===== src/rtl/spi_master_engine.sv =====
// SPI mode-0 master byte engine: one byte per handshake, optional slave-select hold
// between bytes, and a programmable SS-high gap between frames.
module spi_master_engine #(
    parameter int CLK_DIV = 4,
    parameter int SS_GAP  = 4
) (
    input  logic       SBCLKi,
    input  logic       RST,
    input  logic [7:0] TX_DATA,
    input  logic       TX_VALID,
    output logic       TX_READY,
    input  logic       HOLD_SS,
    output logic [7:0] RX_DATA,
    output logic       RX_VALID,
    output logic       BUSY,
    output logic       SCK,
    output logic       SS,
    output logic       MOSI,
    input  logic       MISO
);

    typedef enum logic [1:0] {
        S_IDLE  = 2'd0,
        S_SHIFT = 2'd1,
        S_HOLD  = 2'd2,
        S_GAP   = 2'd3
    } state_t;

    localparam logic [7:0] LP_DIV_M1 = 8'(CLK_DIV - 1);
    localparam logic [7:0] LP_GAP_M1 = 8'(SS_GAP - 1);

    state_t      r_state;
    state_t      w_state_next;
    logic [6:0]  r_tx_shift;
    logic [7:0]  r_rx_shift;
    logic [7:0]  r_rx_data;
    logic        r_rx_valid;
    logic        r_sck;
    logic        r_ss;
    logic        r_mosi;
    logic [7:0]  r_phase;
    logic [3:0]  r_half_cnt;
    logic [7:0]  r_gap_cnt;

    logic        w_tx_ready;
    logic        w_busy;
    logic        w_accept;
    logic        w_toggle;
    logic        w_last;

    assign w_accept = TX_VALID && w_tx_ready;
    assign w_toggle = (r_state == S_SHIFT) && (r_phase == LP_DIV_M1);
    assign w_last   = w_toggle && (r_half_cnt == 4'd15);

    always_ff @(posedge SBCLKi or posedge RST) begin
        if (RST) begin
            r_state <= S_IDLE;
        end else begin
            r_state <= w_state_next;
        end
    end

    always_comb begin
        w_state_next = r_state;
        case (r_state)
            S_IDLE: begin
                if (w_accept) begin
                    w_state_next = S_SHIFT;
                end
            end
            S_SHIFT: begin
                if (w_last) begin
                    w_state_next = HOLD_SS ? S_HOLD : S_GAP;
                end
            end
            S_HOLD: begin
                // A pending byte wins over a released HOLD_SS so SS never blips high.
                if (TX_VALID) begin
                    w_state_next = S_SHIFT;
                end else if (!HOLD_SS) begin
                    w_state_next = S_GAP;
                end
            end
            S_GAP: begin
                if (r_gap_cnt == LP_GAP_M1) begin
                    w_state_next = S_IDLE;
                end
            end
            default: w_state_next = S_IDLE;
        endcase
    end

    always_comb begin
        w_tx_ready = 1'b0;
        w_busy     = 1'b1;
        case (r_state)
            S_IDLE: begin
                w_tx_ready = 1'b1;
                w_busy     = 1'b0;
            end
            S_HOLD:  w_tx_ready = 1'b1;
            default: w_tx_ready = 1'b0;
        endcase
    end

    always_ff @(posedge SBCLKi or posedge RST) begin
        if (RST) begin
            r_tx_shift <= 7'd0;
            r_rx_shift <= 8'd0;
            r_rx_data  <= 8'd0;
            r_rx_valid <= 1'b0;
            r_sck      <= 1'b0;
            r_mosi     <= 1'b0;
            r_phase    <= 8'd0;
            r_half_cnt <= 4'd0;
        end else begin
            r_rx_valid <= 1'b0;
            if (w_accept) begin
                r_tx_shift <= TX_DATA[6:0];
                r_mosi     <= TX_DATA[7];
                r_sck      <= 1'b0;
                r_phase    <= 8'd0;
                r_half_cnt <= 4'd0;
            end else if (r_state == S_SHIFT) begin
                if (w_toggle) begin
                    r_phase    <= 8'd0;
                    r_half_cnt <= r_half_cnt + 4'd1;
                    r_sck      <= ~r_sck;
                    if (!r_sck) begin
                        r_rx_shift <= {r_rx_shift[6:0], MISO};
                    end else if (!w_last) begin
                        r_mosi     <= r_tx_shift[6];
                        r_tx_shift <= {r_tx_shift[5:0], 1'b0};
                    end
                    if (w_last) begin
                        r_rx_data  <= r_rx_shift;
                        r_rx_valid <= 1'b1;
                    end
                end else begin
                    r_phase <= r_phase + 8'd1;
                end
            end
        end
    end

    // SS releases one cycle after the final SCK fall, giving the slave hold time on the last bit.
    always_ff @(posedge SBCLKi or posedge RST) begin
        if (RST) begin
            r_ss      <= 1'b1;
            r_gap_cnt <= 8'd0;
        end else begin
            r_ss      <= (r_state == S_GAP) || ((r_state == S_IDLE) && !w_accept);
            r_gap_cnt <= (r_state == S_GAP) ? r_gap_cnt + 8'd1 : 8'd0;
        end
    end

    assign TX_READY = w_tx_ready;
    assign BUSY     = w_busy;
    assign RX_DATA  = r_rx_data;
    assign RX_VALID = r_rx_valid;
    assign SCK      = r_sck;
    assign SS       = r_ss;
    assign MOSI     = r_mosi;

endmodule


===== config.mk =====
export PLATFORM = sky130hd
export DESIGN_NAME = spi_master_engine
export DESIGN_NICKNAME = d
export VERILOG_FILES = /design/src/rtl/spi_master_engine.sv
export SDC_FILE = /design/constraint.sdc
export NUM_CORES = 1
export LEC_CHECK = 0
export CORE_AREA = 2 2 90 70
export CTS_BUF_LIST = sky130_fd_sc_hd__clkbuf_8
export CTS_CLUSTER_DIAMETER = 80
export CTS_CLUSTER_SIZE = 12
export DETAILED_ROUTE_END_ITERATION = 12
export DIE_AREA = 0 0 92 72
export REMOVE_ABC_BUFFERS = 1
export SYNTH_ARGS = -nofsm -noshare
export SYNTH_HDL_FRONTEND = slang
export SYNTH_SLANG_ARGS = --single-unit

===== constraint.sdc =====
create_clock -name SBCLKi -period 2.8 [get_ports SBCLKi]
set_input_delay 0.42 -clock SBCLKi [delete_from_list [all_inputs] [get_ports SBCLKi]]
set_output_delay 0.42 -clock SBCLKi [all_outputs]
set_load 0.02 [all_outputs]

==> results of run 1 <==
Yosys cell counts, types with 2 or more instances:
| cell | number |
|---|---|
| a21o_1 | 2 |
| a21oi_1 | 3 |
| a31oi_1 | 4 |
| and3_1 | 4 |
| buf_6 | 2 |
| clkbuf_1 | 3 |
| dfrtp_1 | 48 |
| ha_1 | 3 |
| inv_1 | 3 |
| mux2_2 | 17 |
| mux2i_1 | 2 |
| nand2_1 | 25 |
| nand2b_1 | 2 |
| nand3_1 | 15 |
| nor2_1 | 15 |
| nor2b_1 | 2 |
| nor3_1 | 2 |
| nor4_1 | 2 |
| nor4b_1 | 2 |
| o211ai_1 | 6 |
| o21ai_0 | 3 |
| xnor2_1 | 6 |
| xor2_1 | 6 |
per-stage QoR:
stage               instance area, um^2  setup WS, ns  utilization [%]  hold WS [ns]  power, mW
floorplan                          2190         0.645                -         0.424       1.36
global placement                   2590         0.659             45.4         0.444       1.50
detailed placement                 2590         0.614             45.4         0.467       1.51
CTS                                2680         0.606             46.9         0.479       1.93
global route                       2680         0.431             46.9         0.500       2.04
finish                             2680         0.620             46.9         0.466       1.89
cell families after synthesis:
logic type / count (synthesis) / share of synthesized area (%)
mux: 19 / 9.45
buf+inv: 11 / 2.74
flops: 49 / 54.8
xor+xnor: 12 / 4.70
simple gates: 79 / 18.3
fa+ha+maj: 3 / 1.68
compound gates: 25 / 8.33
power breakdown:
part / total [mW] / internal (mW) / switching [mW] / leakage, nW
sequential: 1.01 / 0.867 / 0.147 / 0.645
clock: 0.404 / 0.193 / 0.212 / 0.0485
combinational: 0.474 / 0.246 / 0.228 / 0.509
critical path, delay by kind of cell, from the launching register on:
| kind | cells | cell delay (ns) |
|---|---|---|
| adder cells (fa/ha/maj) | 1 | 0.25 |
| flip-flops | 1 | 0.39 |
| multiplexers | 1 | 0.38 |
| AND/OR/NAND/NOR | 3 | 1.05 |
layer usage:
layer,vias to the layer above,routed length (um),global-route usage [%],share of wire (%)
li1,756,-,-,-
met1,727,2130,20.3,53
met2,39,1600,18.7,40
met3,5,199,3.53,5.0
met4,0,58,4.98,1.5
met5,-,0,0,0
state kept, by name (all words and copies together), names as in the netlist:
name / flops
r_gap_cnt: 8
RX_VALID: 1
r_tx_shift: 7
r_phase: 8
SS: 1
r_half_cnt: 4
RX_DATA: 8
r_state: 2
r_rx_shift: 8
MOSI: 1
SCK: 1
cell type report:
cell class                 instances  area [um^2]  share of cell area, %
clock inverter                     1         3.75                  0.140
tap                               78         97.6                   3.65
inverter                           3         11.3                  0.421
clock buffer                       6         82.6                   3.09
timing repair buffer              30          303                   11.3
sequential                        49         1230                   45.9
multi-input combinational        138          950                   35.5
worst paths after layout:
kind	start	endpoint	slack, ns
max in group asynchronous	RST	SS	2.07
worst min-delay path	RST	r_gap_cnt[4]	0.47
worst min register to register	r_gap_cnt[0]	r_gap_cnt[0]	0.49
min in group SBCLKi	r_gap_cnt[0]	r_gap_cnt[0]	0.49
worst max-delay path	r_phase[0]	r_rx_shift[3]	0.62
worst max register to register	r_phase[0]	r_rx_shift[3]	0.62
==> reports/metrics.csv, run 1 <==
metric,value,unit
status,"complete, no violations",
clkTransAtPathRegs,0.08,ns
path_class,flop to flop,
cts-htree-levels,2,
diodes,0,
worstPathMaxFanout,8,
cts_buffers,5,
post_cts_buffers,0,
critical_path_arrival,2.36,ns
syn_area_per_cell,11.3,um^2
final_common_cell,dfrtp_1,
cp.required,2.98,ns
synthDominantCellAreaShare,53.7,%
fin_cells,305,
rsz0062_at_grt,no,
finalCritPeriodShare,77.9,%
worst_ir_drop_vdd,0.293,mV
yosysTopAreaCell,dfrtp_1,
post-route-drc-count,0,
cts_tree,yes,
grt_max_degree,50,
area_growth,19.5,%
hold_path_class,primary input to asynchronous set/reset pin,
cpMaxStageDelayCell,nor4b_1,
coreArea,0.00571,mm^2
clk_path_buf_depth,2,
first_global_vias,1462,
drt_first_iter_violations,96,
ys_async_sr_fraction,100,%
postRouteAntennaNets,0,
grt_overflow_total,0,
yosysUniqueCellTypes,44,
start_kind,flop,
avgRoutedWirePerCell,13.1,um
rows,24,
setup_viol,0,
holdBufCountCts,0,
cts_sinks,49,
relSlewSlack,51.5,%
clk_latency,0.29,ns
cp_cell_sequence,ha_1 -> nor4b_1 -> nand3_1 -> nor2_2 -> mux2_2,
final_layout_size_suffix_gt1_share,16.3,%
port_buffers,26,
syn_inst,198,
firstDrtPassIters,4,
antenna_found_initial,0,
slew_violations,0,
fp.dieH,72,um
clockRootBuffer,clkbuf_8,
max_freq,459,MHz
final_nets,243,
worst_path_largest_cell_delay,0.41,ns
p_leak,1.20,nW
synth_seq_area_share,54.8,%
tightest_slew,0.728,ns
die_w,92,um
netlist_area,0.00224,mm^2
end_kind,flop,
synth-edff-count,0,
min_period,2.18,ns
fill_cells,547,
r2r_cells,5,
io_pins,27,
wirelength,3990,um
final_cell_mix,"48 x dfrtp_1, 26 x clkdlybuf4s50_1, 25 x nand2_1",
die-area,0.00662,mm^2
place_inst,298,
hpwl,2750,um
maxCapViolations,0,
grt_pass1_wl,7000,um
fin_setup_tns,0,ns
ys_ff_latch,49,
clock_skew,0.00390,ns
synth_flop_cell,dfrtp_1,
pwr_density_cell,708,mW/mm^2
cts-resized-gates,0,
yosysWarnings,0,
initial_core_util,39.2,%
place.gp.congestion,0.777,
dr_total_vias,1527,
avgViaCountPerCell,5.01,
synth_area_leaders,"dfrtp_1 54%, mux2_2 8.6%, nand2_1 4.2%",
grt_util_all_layers,13.5,%
hold_violations,0,
(Power assumes the default switching activity.)
==> inputs of run 2 (changes only) <==
==> constraint.sdc (replaced) <==
create_clock -name SBCLKi -period 1.98 [get_ports SBCLKi]
set_input_delay 0.297 -clock SBCLKi [delete_from_list [all_inputs] [get_ports SBCLKi]]
set_output_delay 0.297 -clock SBCLKi [all_outputs]
set_load 0.02 [all_outputs]
==> reports/metrics.csv, run 2 (same netlist as run 1, synthesis figures left out) <==
metric,value,unit,change
dr_total_vias,1573,,+3.0%
cp.required,2.18,ns,-0.80 ns
end_kind,flop,,
start_kind,flop,,
path_class,flop to flop,,
tightest_slew,0.455,ns,-0.272 ns
die-area,0.00662,mm^2,unchanged
cts_tree,yes,,
port_buffers,26,,unchanged
design_area,0.00286,mm^2,+7.0%
antenna_found_initial,0,,unchanged
post-route-drc-count,0,,unchanged
cts_buffers,5,,unchanged
worstPathMaxFanout,4,,-4
rsz0062_at_grt,no,,
cts-htree-levels,2,,unchanged
die_w,92,um,unchanged
clockRootBuffer,clkbuf_8,,
setup_viol,0,,unchanged
holdBufCountCts,0,,unchanged
finalCritPeriodShare,94.8,%,+17 points
post_cts_buffers,0,,unchanged
io_pins,27,,unchanged
coreArea,0.00571,mm^2,unchanged
initial_core_util,39.2,%,unchanged
fp.dieH,72,um,unchanged
firstDrtPassIters,4,,unchanged
grt_overflow_total,0,,unchanged
status,"complete, no violations",,
hold_violations,0,,unchanged
maxCapViolations,0,,unchanged
diodes,0,,unchanged
final_nets,262,,+7.8%
grt_pass1_wl,7560,um,+8.0%
hpwl,3060,um,+11%
clk_latency,0.30,ns,about the same
avgViaCountPerCell,4.84,,-3.3%
place.gp.congestion,0.758,,-2.4%
final_cell_mix,"46 x dfrtp_1, 25 x nand2_1, 25 x clkdlybuf4s50_1",,
drt_first_iter_violations,68,,-29%
postRouteAntennaNets,0,,unchanged
wirelength,4400,um,+10%
cts_sinks,49,,unchanged
first_global_vias,1590,,+8.8%
min_period,1.88,ns,-0.304 ns
worst_ir_drop_vdd,0.782,mV,+170%
area_growth,27.8,%,
grt_max_degree,50,,unchanged
critical_path_arrival,2.08,ns,-0.28 ns
hold_path_class,primary input to asynchronous set/reset pin,,
clk_path_buf_depth,2,,unchanged
final_common_cell,dfrtp_1,,
total_power,2.99,mW,+58%
clkTransAtPathRegs,0.09,ns,about the same
grt_util_all_layers,14.4,%,+0.89 points
max_freq,533,MHz,+16%
rows,24,,unchanged
avgRoutedWirePerCell,13.5,um,+3.4%
pwr_density_cell,1040,mW/mm^2,+48%
fin_setup_tns,0,ns,unchanged
p_leak,1.30,nW,+8.0%
post_dp_cell_area,0.00273,mm^2,+5.5%
hold_ws,0.337,ns,-0.129 ns
clock_skew,0.00802,ns,+0.00411 ns
final_layout_size_suffix_gt1_share,25.9,%,+9.6 points
fill_cells,541,,-1.1%
slew_violations,0,,unchanged
relSlewSlack,69.6,%,+18 points
==> run 2: changes by cell type in the layout (fill, tap and decap cells not counted), sizes merged <==
cell / before / now
buf: 4 / 23
clkbuf: 6 / 7
clkdlybuf4s50: 26 / 25
dlymetal6s2s: 0 / 1
==> run 2: area by class of cell <==
| type | instances | area [um^2] | share of cell area [%] |
|---|---|---|---|
| flip-flops and latches | 49 | 1230 | 43.0 |
| multi-input cells | 138 | 970 | 33.9 |
| repair buffers | 49 | 448 | 15.7 |
| well taps | 78 | 97.6 | 3.41 |
| clock buffers | 7 | 96.3 | 3.37 |
| inverters | 3 | 11.3 | 0.394 |
| clock inverters | 1 | 8.76 | 0.306 |
==> run 2: worst paths after layout <==
kind	slack [ns]	start	cells after the start	to
hold / removal	0.34	RST	3	r_gap_cnt[3]
setup / recovery	0.10	r_phase[0]	6	r_half_cnt[2]
min in group SBCLKi	0.47	r_gap_cnt[0]	1	r_gap_cnt[0]
max in group asynchronous	1.37	RST	3	SS
hold reg to reg	0.47	r_gap_cnt[0]	1	r_gap_cnt[0]
setup reg to reg	0.10	r_phase[0]	6	r_half_cnt[2]
==> run 2: per-layer routing <==
metal | part of all wire, % | track usage, %
met1 | 53 | 21.5
met2 | 43 | 21.3
met3 | 3.3 | 3.43
met4 | 0.57 | 3.48
met5 | 0 | 0
==> run 2: per-stage QoR <==
step	utilization [%]	setup WS, ns	instances
2_1_floorplan	-	-0.175	190
6_report	50.2	0.104	325
3_3_place_gp	47.9	0.0221	317
4_1_cts	49.8	0.0184	325
3_5_place_dp	47.9	-0.0100	317
5_1_grt	50.2	0.0199	325
==> run 2: worst max-delay path, cell delays in order, from the launching register on <==
cell     delay [ns]
dfrtp_1        0.36
ha_2           0.21
or4b_4         0.49
buf_4          0.18
o31ai_4        0.24
o21ai_0        0.12
a21o_1         0.18
==> run 2: power breakdown <==
part	internal (mW)	total, mW	switching (mW)	leakage, nW
Clock	0.323	0.663	0.340	0.0549
Sequential	1.23	1.40	0.171	0.643
Combinational	0.503	0.927	0.424	0.601
Total	2.05	2.99	0.935	1.30
==> run 2: repair_timing <==
item	in CTS	in global routing
pin swaps	1	0
gates resized for setup	1	6
endpoints found under the setup margin	8	12
==> inputs of run 3 (changes only) <==
--- a/config.mk
+++ b/config.mk
@@ -11,6 +11,7 @@
 export CTS_CLUSTER_SIZE = 12
 export DETAILED_ROUTE_END_ITERATION = 12
 export DIE_AREA = 0 0 92 72
+export GPL_TIMING_DRIVEN = 0
 export REMOVE_ABC_BUFFERS = 1
 export SYNTH_ARGS = -nofsm -noshare
 export SYNTH_HDL_FRONTEND = slang
==> reports/metrics.csv, run 3 (same netlist as run 1, synthesis figures left out) <==
metric,value,unit,change
switchingPower,0.899,mW,-3.8%
power_frac_comb,26.9,%,-4.1 points
relSlewSlack,47.4,%,-22 points
p_clk_share,24.3,%,+2.1 points
grt_util_all_layers,13.5,%,-0.87 points
place_inst,295,,-6.9%
io_pins,27,,unchanged
cts_buffers,5,,unchanged
final_cell_mix,"46 x dfrtp_1, 26 x clkdlybuf4s50_1, 25 x nand2_1",,
rows,24,,unchanged
cts_tree,yes,,
switching_share,30.3,%,-1.0 points
path_class,flop to flop,,
hpwl,2710,um,-12%
internal_power,2.07,mW,+0.96%
die_w,92,um,unchanged
clk_path_buf_depth,2,,unchanged
worstPathMaxFanout,6,,+2
cts_sinks,49,,unchanged
diodes,0,,unchanged
postRouteAntennaNets,0,,unchanged
clkTransAtPathRegs,0.09,ns,about the same
ff_latch_area,0.00123,mm^2,unchanged
multi_input_area,0.00101,mm^2,+4.4%
clockRootBuffer,clkbuf_8,,
final_common_cell,dfrtp_1,,
layout_setup_ws,0.0545,ns,-0.0491 ns
hold_violations,0,,unchanged
area_growth,26.1,%,
first_global_vias,1526,,-4.0%
place.gp.congestion,0.764,,+0.75%
avgViaCountPerCell,4.96,,+2.5%
fin_cells,312,,-4.0%
post-route-drc-count,0,,unchanged
antenna_found_initial,0,,unchanged
post-place-ws,-0.493,ns,-0.483 ns
final_nets,249,,-5.0%
pwr_density_cell,1050,mW/mm^2,+0.83%
seq_power_share,48.8,%,+2.0 points
grt_max_degree,30,,-40%
finalCritPeriodShare,97.2,%,+2.5 points
min_period,1.93,ns,+0.0491 ns
end_kind,flop,,
port_buffers,26,,unchanged
max_freq,519,MHz,-2.5%
rsz0062_at_grt,yes,,
initial_core_util,39.2,%,unchanged
slew_violations,0,,unchanged
grt_pass1_wl,7140,um,-5.6%
p_leak,1.26,nW,-3.4%
cts-htree-levels,2,,unchanged
fp.dieH,72,um,unchanged
fill_cells,539,,-0.37%
coreArea,0.00571,mm^2,unchanged
drt_first_iter_violations,82,,+21%
clock_skew,0.00619,ns,-0.00183 ns
hold_path_class,primary input to asynchronous set/reset pin,,
start_kind,flop,,
die-area,0.00662,mm^2,unchanged
critical_path_arrival,2.11,ns,+0.03 ns
wirelength,4250,um,-3.3%
cp.required,2.16,ns,-0.02 ns
avgRoutedWirePerCell,13.6,um,+0.78%
maxCapViolations,0,,unchanged
dr_total_vias,1548,,-1.6%
grt_overflow_total,0,,unchanged
worst_ir_drop_vdd,0.429,mV,-45%
clk_latency,0.29,ns,about the same
tightest_slew,0.788,ns,+0.333 ns
final_layout_size_suffix_gt1_share,21.8,%,-4.1 points
setup_viol,0,,unchanged
status,"complete, no violations",,
firstDrtPassIters,4,,unchanged
==> run 3: cell count changes in the layout (fill, tap and decap cells not counted), sizes merged <==
| cell | change |
|---|---|
| buf | -13 |
| bufinv | +1 |
| clkbuf | -1 |
| clkdlybuf4s50 | +1 |
| dlymetal6s2s | -1 |
==> run 3: cell type report <==
| type | instances | share of cell area [%] |
|---|---|---|
| clock inverter | 2 | 1.20 |
| sequential | 49 | 43.6 |
| inverter | 3 | 0.399 |
| multi-input combinational | 138 | 35.9 |
| timing repair buffer | 36 | 12.6 |
| tap | 78 | 3.46 |
| clock buffer | 6 | 2.93 |
==> run 3: routing by layer <==
metal	part of all wire [%]	GRT usage, %	vias up	wire length, um
li1	-	-	764	-
met5	0	0	-	0
met2	44	20.3	28	1880
met4	1.1	4.48	0	47
met3	3.4	3.12	4	144
met1	51	19.6	752	2180
==> run 3: path summary, 6_finish.rpt <==
path                                end  slack (ns)  cells after the start         start
max in group asynchronous    r_state[0]        1.13                      3           RST
max                          RX_DATA[1]        0.05                      5    r_phase[1]
min reg2reg                r_gap_cnt[0]        0.46                      1  r_gap_cnt[0]
min                        r_gap_cnt[4]        0.33                      2           RST
max reg2reg                  RX_DATA[1]        0.05                      5    r_phase[1]
min in group SBCLKi        r_gap_cnt[0]        0.46                      1  r_gap_cnt[0]
==> run 3: timing repair <==
| action | 4_1_cts | 5_1_grt |
|---|---|---|
| buffers inserted | 3 | 6 |
| resized for setup | 4 | 14 |
| pin swaps | 3 | 2 |
| hold buffers | 0 | 0 |
| endpoints found under the setup margin | 28 | 28 |
==> run 3: power by group through the flow <==
stage	Sequential, mW	Combinational, mW	Clock [mW]
floorplan	1.42	0.503	0
global placement	1.44	0.665	0
detailed placement	1.44	0.684	0
CTS	1.44	0.714	0.748
global route	1.48	0.905	0.790
finish	1.45	0.799	0.721
==> run 3: per-stage QoR <==
step                total power [mW]  setup TNS [ns]  hold WS [ns]  cell area, um^2  util, %
floorplan                       1.92           -1.48         0.402             2190        -
global placement                2.10          -31.94         0.443             2550     44.6
detailed placement              2.12          -10.14         0.458             2570     45.0
CTS                             2.91               0         0.342             2730     47.8
global route                    3.17         -0.0357         0.380             2820     49.5
finish                          2.97               0         0.329             2820     49.5
==> run 3: critical path, stage by stage (launching register included) <==
cell and delay [ns]:
dfrtp_1 0.41, ha_4 0.16, or4b_4 0.50, nor4_4 0.23, buf_6 0.18, mux2_2 0.33
